$ cat config.mk
export PLATFORM = sky130hd
export DESIGN_NAME = code_sender_flat
export DESIGN_NICKNAME = d
export VERILOG_FILES = /design/src/rtl/code_sender_pkg.sv /design/src/rtl/code_sender_if.sv /design/src/rtl/code_sender_gap_timer.sv /design/src/rtl/code_sender.sv /design/src/flat_wrapper.sv
export SDC_FILE = /design/constraint.sdc
export NUM_CORES = 1
export LEC_CHECK = 0
export BUFFER_PORTS_ARGS = -buffer_cell sky130_fd_sc_hd__buf_2
export CAP_MARGIN = 20
export CORE_ASPECT_RATIO = 2
export CORE_MARGIN = 2
export CORE_UTILIZATION = 31
export CTS_BUF_LIST = sky130_fd_sc_hd__clkbuf_8
export CTS_CLUSTER_DIAMETER = 120
export DETAILED_ROUTE_END_ITERATION = 16
export SKIP_CTS_REPAIR_TIMING = 1
export SLEW_MARGIN = 20
export SYNTH_ARGS = -nofsm -noshare
export SYNTH_HDL_FRONTEND = slang
export SYNTH_SLANG_ARGS = --single-unit
$ cat constraint.sdc
create_clock -name clk -period 2.5 [get_ports clk]
set_clock_uncertainty 0.05 [all_clocks]
set_input_delay 0.75 -clock clk [delete_from_list [all_inputs] [get_ports clk]]
set_output_delay 0.75 -clock clk [all_outputs]
set_load 0.02 [all_outputs]
$ cat src/rtl/code_sender_pkg.sv
// Shared constants for the code sender: default parameters, bit order,
// FSM state encodings and a helper to size the shared timer.
package code_sender_pkg;

  localparam int DEF_CODE_LEN     = 4;
  localparam int DEF_GAP_CYCLES   = 2;
  localparam int DEF_RESP_TIMEOUT = 8;

  // Code bits leave the shift register starting from the most significant bit.
  localparam bit MSB_FIRST = 1'b1;

  typedef logic [2:0] state_t;

  localparam state_t IDLE      = 3'd0;
  localparam state_t SEND      = 3'd1;
  localparam state_t GAP       = 3'd2;
  localparam state_t WAIT_RESP = 3'd3;
  localparam state_t DONE      = 3'd4;

  // The timer serves both the gap count and the response timeout, so it must
  // hold the larger of the two.
  function automatic int timerWidth(input int gap, input int resp);
    int maxVal;
    maxVal = (gap > resp) ? gap : resp;
    return (maxVal < 1) ? 1 : $clog2(maxVal + 1);
  endfunction

endpackage

$ cat src/rtl/code_sender_if.sv
// Bundle between the controller, the code sender and the lock.
// The slave modport is the code sender's view; master is the environment's.
interface code_sender_if
  import code_sender_pkg::*;
#(
  parameter int CODE_LEN = DEF_CODE_LEN
) ();

  logic                start;
  logic [CODE_LEN-1:0] code;
  logic                key_in;
  logic                enter;
  logic                locked_in;
  logic                unlocked_in;
  logic                busy;
  logic                done;
  logic                pass;
  logic                fail;
  logic                timeout;

  modport slave (
    input  start, code, locked_in, unlocked_in,
    output key_in, enter, busy, done, pass, fail, timeout
  );

  modport master (
    output start, code, locked_in, unlocked_in,
    input  key_in, enter, busy, done, pass, fail, timeout
  );

endinterface

$ cat src/rtl/code_sender_gap_timer.sv
// Loadable down-counter with a zero flag; load wins over decrement and the
// count saturates at zero.
module gap_timer #(
  parameter int W = 4
) (
  input  logic         clk,
  input  logic         reset_n,
  input  logic         load_i,
  input  logic [W-1:0] load_val_i,
  input  logic         dec_i,
  output logic         zero_o
);

  logic [W-1:0] count_q;

  // Load a new count or step down toward zero.
  always_ff @(posedge clk or negedge reset_n) begin
    if (!reset_n) begin
      count_q <= '0;
    end else if (load_i) begin
      count_q <= load_val_i;
    end else if (dec_i && (count_q != '0)) begin
      count_q <= count_q - W'(1);
    end
  end

  assign zero_o = (count_q == '0);

endmodule

$ cat src/rtl/code_sender.sv
// Drives a stored code into the lock as key_in/enter strobes and reports
// whether the lock opened, reported an error, or never answered.
module code_sender
  import code_sender_pkg::*;
#(
  parameter int CODE_LEN     = DEF_CODE_LEN,
  parameter int GAP_CYCLES   = DEF_GAP_CYCLES,
  parameter int RESP_TIMEOUT = DEF_RESP_TIMEOUT
) (
  input logic          clk,
  input logic          reset_n,
  code_sender_if.slave bus
);

  localparam int TW      = timerWidth(GAP_CYCLES, RESP_TIMEOUT);
  localparam int CW      = $clog2(CODE_LEN + 1);
  localparam int OUT_IDX = MSB_FIRST ? CODE_LEN - 1 : 0;

  localparam logic [TW-1:0] GAP_LOAD  = TW'((GAP_CYCLES > 0) ? GAP_CYCLES - 1 : 0);
  localparam logic [TW-1:0] RESP_LOAD = TW'(RESP_TIMEOUT - 1);
  localparam logic [CW-1:0] BITS_INIT = CW'(CODE_LEN);

  state_t              state_q, state_d;
  logic [CODE_LEN-1:0] shift_q, shift_d;
  logic [CW-1:0]       bits_q, bits_d;
  logic                key_q, key_d;
  logic                enter_q, enter_d;
  logic                busy_q, busy_d;
  logic                done_q, done_d;
  logic                pass_q, pass_d;
  logic                fail_q, fail_d;
  logic                timeout_q, timeout_d;

  logic                timer_load;
  logic [TW-1:0]       timer_val;
  logic                timer_dec;
  logic                timer_zero;

  gap_timer #(.W(TW)) u_timer (
    .clk       (clk),
    .reset_n   (reset_n),
    .load_i    (timer_load),
    .load_val_i(timer_val),
    .dec_i     (timer_dec),
    .zero_o    (timer_zero)
  );

  // Next-state logic; outputs are derived from the state being entered so
  // that every output can be registered without adding a cycle of latency.
  always_comb begin
    state_d    = state_q;
    shift_d    = shift_q;
    bits_d     = bits_q;
    key_d      = 1'b0;
    enter_d    = 1'b0;
    pass_d     = pass_q;
    fail_d     = fail_q;
    timeout_d  = timeout_q;
    timer_load = 1'b0;
    timer_val  = '0;
    timer_dec  = 1'b0;

    case (state_q)
      IDLE: begin
        if (bus.start) begin
          shift_d   = bus.code;
          bits_d    = BITS_INIT;
          pass_d    = 1'b0;
          fail_d    = 1'b0;
          timeout_d = 1'b0;
          state_d   = SEND;
        end
      end
      SEND: begin
        shift_d = MSB_FIRST ? (shift_q << 1) : (shift_q >> 1);
        bits_d  = bits_q - CW'(1);
        if (bits_q != CW'(1)) begin
          if (GAP_CYCLES > 0) begin
            timer_load = 1'b1;
            timer_val  = GAP_LOAD;
            state_d    = GAP;
          end else begin
            state_d = SEND;
          end
        end else begin
          timer_load = 1'b1;
          timer_val  = RESP_LOAD;
          state_d    = WAIT_RESP;
        end
      end
      GAP: begin
        if (bus.locked_in) begin
          fail_d  = 1'b1;
          state_d = DONE;
        end else if (timer_zero) begin
          state_d = SEND;
        end else begin
          timer_dec = 1'b1;
        end
      end
      WAIT_RESP: begin
        if (bus.locked_in) begin
          fail_d  = 1'b1;
          state_d = DONE;
        end else if (bus.unlocked_in) begin
          pass_d  = 1'b1;
          state_d = DONE;
        end else if (timer_zero) begin
          fail_d    = 1'b1;
          timeout_d = 1'b1;
          state_d   = DONE;
        end else begin
          timer_dec = 1'b1;
        end
      end
      DONE: begin
        state_d = IDLE;
      end
      default: begin
        state_d = IDLE;
      end
    endcase

    if (state_d == SEND) begin
      enter_d = 1'b1;
      key_d   = shift_d[OUT_IDX];
    end
  end

  assign busy_d = (state_d != IDLE);
  assign done_d = (state_d == DONE);

  // State, shift register and registered outputs; reset discards any attempt.
  always_ff @(posedge clk or negedge reset_n) begin
    if (!reset_n) begin
      state_q   <= IDLE;
      shift_q   <= '0;
      bits_q    <= '0;
      key_q     <= 1'b0;
      enter_q   <= 1'b0;
      busy_q    <= 1'b0;
      done_q    <= 1'b0;
      pass_q    <= 1'b0;
      fail_q    <= 1'b0;
      timeout_q <= 1'b0;
    end else begin
      state_q   <= state_d;
      shift_q   <= shift_d;
      bits_q    <= bits_d;
      key_q     <= key_d;
      enter_q   <= enter_d;
      busy_q    <= busy_d;
      done_q    <= done_d;
      pass_q    <= pass_d;
      fail_q    <= fail_d;
      timeout_q <= timeout_d;
    end
  end

  assign bus.key_in  = key_q;
  assign bus.enter   = enter_q;
  assign bus.busy    = busy_q;
  assign bus.done    = done_q;
  assign bus.pass    = pass_q;
  assign bus.fail    = fail_q;
  assign bus.timeout = timeout_q;

endmodule

$ cat src/flat_wrapper.sv
// flat-port wrapper written by rule: the top's interface ports become plain ports
module code_sender_flat import code_sender_pkg::*;
#(
  parameter int CODE_LEN     = DEF_CODE_LEN,
  parameter int GAP_CYCLES   = DEF_GAP_CYCLES,
  parameter int RESP_TIMEOUT = DEF_RESP_TIMEOUT
)
  (clk, reset_n, bus_start, bus_code, bus_locked_in, bus_unlocked_in, bus_key_in, bus_enter, bus_busy, bus_done, bus_pass, bus_fail, bus_timeout);
  code_sender_if #(.CODE_LEN(CODE_LEN)) bus_i ();
  input logic clk;
  input logic reset_n;
  input wire logic [$bits(bus_i.start)-1:0] bus_start;
  input wire logic [$bits(bus_i.code)-1:0] bus_code;
  input wire logic [$bits(bus_i.locked_in)-1:0] bus_locked_in;
  input wire logic [$bits(bus_i.unlocked_in)-1:0] bus_unlocked_in;
  output wire logic [$bits(bus_i.key_in)-1:0] bus_key_in;
  output wire logic [$bits(bus_i.enter)-1:0] bus_enter;
  output wire logic [$bits(bus_i.busy)-1:0] bus_busy;
  output wire logic [$bits(bus_i.done)-1:0] bus_done;
  output wire logic [$bits(bus_i.pass)-1:0] bus_pass;
  output wire logic [$bits(bus_i.fail)-1:0] bus_fail;
  output wire logic [$bits(bus_i.timeout)-1:0] bus_timeout;
  assign bus_i.start = bus_start;
  assign bus_i.code = bus_code;
  assign bus_i.locked_in = bus_locked_in;
  assign bus_i.unlocked_in = bus_unlocked_in;
  assign bus_key_in = bus_i.key_in;
  assign bus_enter = bus_i.enter;
  assign bus_busy = bus_i.busy;
  assign bus_done = bus_i.done;
  assign bus_pass = bus_i.pass;
  assign bus_fail = bus_i.fail;
  assign bus_timeout = bus_i.timeout;
  code_sender #(.CODE_LEN(CODE_LEN), .GAP_CYCLES(GAP_CYCLES), .RESP_TIMEOUT(RESP_TIMEOUT)) u_core (.clk(clk), .reset_n(reset_n), .bus(bus_i));
endmodule
Yosys cells after proc, flatten, opt, wreduce, memory -nomap -nowiden
Index checks and enable logic that the tools add are counted.

storage, ports and cells
  input bits = 9
  flip-flop bits (word level) = 21
  output and inout port bits = 7

cells by class
  $add $sub $neg = 2
  muxes and demuxes = 35
  reductions and logical operators = 13
  equal/unequal tests = 14

operator list
  cell                                                                     count
  3-bit 2-to-1 mux                                                         8
  1-bit 2-to-1 mux                                                         16
  4-bit 2-to-1 mux                                                         4
  3-bit one-hot mux with 4 select lines                                    1
  2-bit inequality test, second input constant                             5
  5-bit AND reduction                                                      2
  4-bit one-hot mux with 2 select lines                                    1
  3-bit by 1-bit == test with 1-bit output, second input constant          2
  3-bit by 2-bit == test with 1-bit output, second input constant          2
  1-bit one-hot mux with 2 select lines                                    3
  3-bit one-hot mux with 2 select lines                                    1
  2-bit nonzero test                                                       3
  3-bit nonzero test                                                       2
  4-bit logical NOT                                                        1
  4-bit AND reduction                                                      1
  4-bit nonzero test                                                       1
  4-bit by 1-bit subtractor with 4-bit output, second input constant       1
  3-bit == test, second input constant                                     1
  3-bit logical NOT                                                        1
  3-bit by 1-bit inequality test with 1-bit output, second input constant  1
  3-bit by 2-bit inequality test with 1-bit output, second input constant  1
  3-bit inequality test, second input constant                             1
  1-bit one-hot mux with 3 select lines                                    1
  3-bit by 1-bit subtractor with 3-bit output, second input constant       1
  3 further kinds                                                          3

Longest topological paths before layout
  depth after elaboration = 8
  gate-level depth with buffers = 6
  mapped depth without buffers = 6

Hierarchy
A second synthesis with hierarchy kept.

second synthesis, totals
  cell total of the unflattened synthesis = 117
  area, all modules = 1167.4 um2

by module, submodules not included
  module       instances  area each (um2)  cells each  seq. area each (um2)
  code_sender  1          897.1            90          425.4
  gap_timer    1          270.3            27          100.1

Worst setup path before layout
Ideal clock, no wire load.

  path type = input to register
  from = input bus_locked_in
  to = register u_core.u_timer.count_q[2]
  path slack = 0.697 ns
  setup time = 0.118 ns
  stages on the path = 4
  data arrival time = 1.635 ns
  cell sequence = a21o_1 > a2111oi_4 > o21ai_1 > a21o_1

on the way
  longest elaborated chain between the ends = 4
  elaborated cells on any way between the ends = 5
  those cells by class = 3 x mux; 2 x reduce/logical

ends and longest elaborated chain
  what                                     RTL line                               text
  from (decl)                              flat_wrapper.sv:14                     input wire logic [$bits(bus_i.locked_in)-1:0] bus_locked_in;
  1-bit 2-to-1 mux (on tied branches)      code_sender.sv:102, code_sender.sv:92
  1-bit one-hot mux with 2 select lines *  code_sender.sv:63                      case (state_q)
  1-bit logical AND *                      code_sender_gap_timer.sv:22            end else if (dec_i && (count_q != '0)) begin
  2-bit nonzero test (no source line) *    n/a
  to (signal assigned)                     code_sender_gap_timer.sv:21            count_q <= load_val_i;
  to (signal assigned)                     code_sender_gap_timer.sv:23            count_q <= count_q - W'(1);
  to (decl)                                code_sender_gap_timer.sv:14            logic [W-1:0] count_q;

Mark *: on every way between the ends. The rest lies on a longest branch, timed or not.
A chain may end at the register's enable or synchronous reset.

Worst setup path in the final report
  from = register u_core.state_q[0]
  to = register u_core.key_q, in the netlist u_core.bus.key_in

on the way
  longest elaborated chain between the ends = 6
  elaborated cells on any way between the ends = 14
  those cells by class = 4 x eq/ne; 9 x mux; 1 x reduce/logical

ends and longest elaborated chain
  what                                      RTL line            text
  from (decl)                               code_sender.sv:23   state_t state_q, state_d;
  from (signal assigned)                    code_sender.sv:147  state_q <= state_d;
  3-bit 2-to-1 mux                          code_sender.sv:108  end else if (timer_zero) begin
  3-bit 2-to-1 mux                          code_sender.sv:105  end else if (bus.unlocked_in) begin
  3-bit 2-to-1 mux                          code_sender.sv:102  if (bus.locked_in) begin
  3-bit one-hot mux with 4 select lines     code_sender.sv:63
  3-bit by 1-bit == test with 1-bit output  code_sender.sv:124  if (state_d == SEND) begin
  1-bit 2-to-1 mux *                        code_sender.sv:124
  net u_core.key_d                          code_sender.sv:26   logic key_q, key_d;
  to (signal assigned)                      code_sender.sv:150  key_q <= key_d;
  to (decl)                                 code_sender.sv:26

Mark *: on every way through the listed nets, which the timed path passes. The rest lies on a longest branch.

==> results.toml <==
[floorplan]
die_area_sq_um = 4160
die_x_um = 46.6
core_sq_um = 3530
rows = 31
start_util = 0.319
die_y_um = 89.2
ios = 16

[global_routing]
grt_pass1_wl_um = 4060
grtUsageTotal = 0.132
grt_antenna_before_repair = 0
grt_pass1_vias = 903
grt_max_degree = 22
grt-ovfl-total = 0

[clock_network]
cts_root_buf = "clkbuf_8"
ctsLongestPathBuffers = 2
htree_levels = 1
numCtsBuffers = 3
insertion_delay_ns = 0.26
cts.sinks = 21
clk_pin_slew_worst_paths_ns = 0.07
cts_tree = "yes"

[synth]
synth_compound_area_frac = 0.236
ys_seq_area_frac = 0.467
synth_nets = 130
synthCells = 118
ys.flop_type = "dfrtp_1"
async_flop_share = 1.00
synth_seq_cells = 21
synth.distinct_cells = 37
synthSimpleGateAreaFrac = 0.207
yosys.area_share.adder = 0.0333
synth-edff-count = 0
synth_top_family_by_area = "compound AO/OA/AOI/OAI gates"
syn_area_sq_um = 1130
ys.warnings.count = 0
syn-mean-instance-area_sq_um = 9.54
synth_xor_xnor_area_share = 0
synthMuxAreaShare = 0

[timing]
drv_slew = 0
hold_ws_ns = 0.389
period_share = 0.773
rsz0062_at_grt = "no"
hold_viol_final = 0
max-slew-margin-rel = 0.593
fmax_ghz = 0.517
setup_ws_ns = 0.567
finalSetupViolations = 0
worst_slew_pin_slew_ns = 0.610
tns_ns = 0
finalCriticalPeriod_ns = 1.93

[placement]
place_congestion = 0.758
hpwl_um = 1730
io_buffers = 15
dpl_worst_slack_ns = 0.453
numPlacedInstances = 178

[route]
via_per_inst = 4.94
dr.pass1.iters = 6
vias = 899
drc = 0
routedWlPerCell_um = 13.1
drtIter0Drc = 17
wl_um = 2380
antenna_left = 0

[setup_path]
path_max_fanout = 18
critPathArrivalTime_ns = 2.08
path_buf_inv = 1
critPathMaxStageDelay_ns = 0.73
cp_data_required_time_ns = 2.65
startpoint_type = "flip-flop"
crit_chain = "inv_4, o41a_1, o32a_1, and3b_1"
cp_slowest_cell = "dfrtp_1"
end_kind = "flip-flop"
path_delay_family = "compound AO/OA/AOI/OAI gates"
crit_type = "flip-flop to flip-flop"

[finish]
layout_commonest_cell = "dfrtp_1"
fin_cells = 182
regArea_sq_um = 526
nFillCells = 369
diodes = 0
area.growth.synth_to_final_pct = 14.2
layout-drive-gt1-share = 0.188
multi_input_area_sq_um = 536
nNetsFinal = 146
final_cell_mix = "21 x dfrtp_1, 15 x buf_2, 11 x nand2_1, 11 x nor2_1, 9 x inv_1"

[min_path]
hp-class = "input pin to asynchronous set/reset pin"

[status]
status = "complete, no violations"

[power]
vdd_drop_max_mv = 0.623
leakagePower_nw = 0.584
p_total_w = 0.00158
powerDensity_nw_per_um2 = 1230

[flow_run]
max_cap_violations = 0
through the flow:
| stage | util | instance area [sq um] |
|---|---|---|
| after global placement | 0.352 | 1240 |
| after CTS | 0.364 | 1290 |
| after global routing | 0.364 | 1290 |
| after floorplan | - | 1130 |
| after detailed placement | 0.352 | 1240 |
| final | 0.364 | 1290 |
layout make-up:
type | instances | area share
timing repair buffer | 16 | 0.0642
clock buffer | 3 | 0.0321
sequential | 21 | 0.409
tap | 49 | 0.0477
multi-input combinational | 83 | 0.416
inverter | 9 | 0.0282
clock inverter | 1 | 0.00292
registers in the layout, indices dropped and copies added (netlist names):
name	flops
u_core.bits_q	3
u_core.bus.busy	1
u_core.bus.done	1
u_core.bus.enter	1
u_core.bus.fail	1
u_core.bus.key_in	1
u_core.bus.pass	1
u_core.bus.timeout	1
u_core.shift_q	4
u_core.state_q	3
u_core.u_timer.count_q	4
Yosys cell counts (2+ instances only):
master | n | area share
nand3b_1 | 4 | 0.027
nor3b_1 | 3 | 0.020
dfrtp_1 | 21 | 0.47
o21ai_1 | 2 | 0.0089
a21o_1 | 2 | 0.013
a31oi_1 | 4 | 0.022
o22ai_1 | 3 | 0.017
o21a_1 | 2 | 0.013
buf_2 | 2 | 0.0089
clkbuf_1 | 2 | 0.0067
o21ai_0 | 8 | 0.036
nor3b_2 | 2 | 0.022
a21oi_1 | 7 | 0.031
nand2_1 | 11 | 0.037
nor2b_1 | 4 | 0.022
nor2_1 | 11 | 0.037
inv_1 | 8 | 0.027
ha_1 | 3 | 0.033
where the power goes:
| part | internal (W) | total, W | switching, W |
|---|---|---|---|
| registers | 0.000482 | 0.000655 | 0.000173 |
| logic | 0.000310 | 0.000703 | 0.000393 |
| clock network | 0.000110 | 0.000221 | 0.000111 |
| total | 0.000901 | 0.00158 | 0.000678 |
layer usage:
layer  share of wire  vias up  track usage  wire (um)
li1                -      450            -          -
met1            0.45      425        0.169       1070
met2            0.49       20        0.212       1180
met3           0.037        4       0.0182         88
met4           0.018        0       0.0606         44
met5               0        -            0          0
logic make-up (layout without fill, tap and decap cells):
family / Yosys count / count (layout)
AOI/OAI and AO/OA: 38 / 38
adders and majority gates: 3 / 3
and+or+nand+nor: 42 / 42
buffers and inverters: 14 / 29
DFF: 21 / 21
worst register-to-register path, stage by stage (launching register included):
cell and delay, ns:
dfrtp_1 0.73, inv_4 0.11, o41a_1 0.42, o32a_1 0.33
and3b_1 0.23
worst paths after layout:
check / start / end / slack [ns] / depth (start not counted)
min in group clk: u_core.shift_q[0]$_DFFE_PN0P_ / u_core.shift_q[0]$_DFFE_PN0P_ / 0.46 / 1
worst min-delay path: reset_n / u_core.state_q[0]$_DFF_PN0_ / 0.39 / 1
worst max-delay path: u_core.state_q[0]$_DFF_PN0_ / u_core.bus.key_in$_DFF_PN0_ / 0.57 / 4
worst max register to register: u_core.state_q[0]$_DFF_PN0_ / u_core.bus.key_in$_DFF_PN0_ / 0.57 / 4
max in group asynchronous: reset_n / u_core.shift_q[3]$_DFF_PN0_ / 1.68 / 1
worst min register to register: u_core.shift_q[0]$_DFFE_PN0P_ / u_core.shift_q[0]$_DFFE_PN0P_ / 0.46 / 1
(Power assumes the default switching activity.)
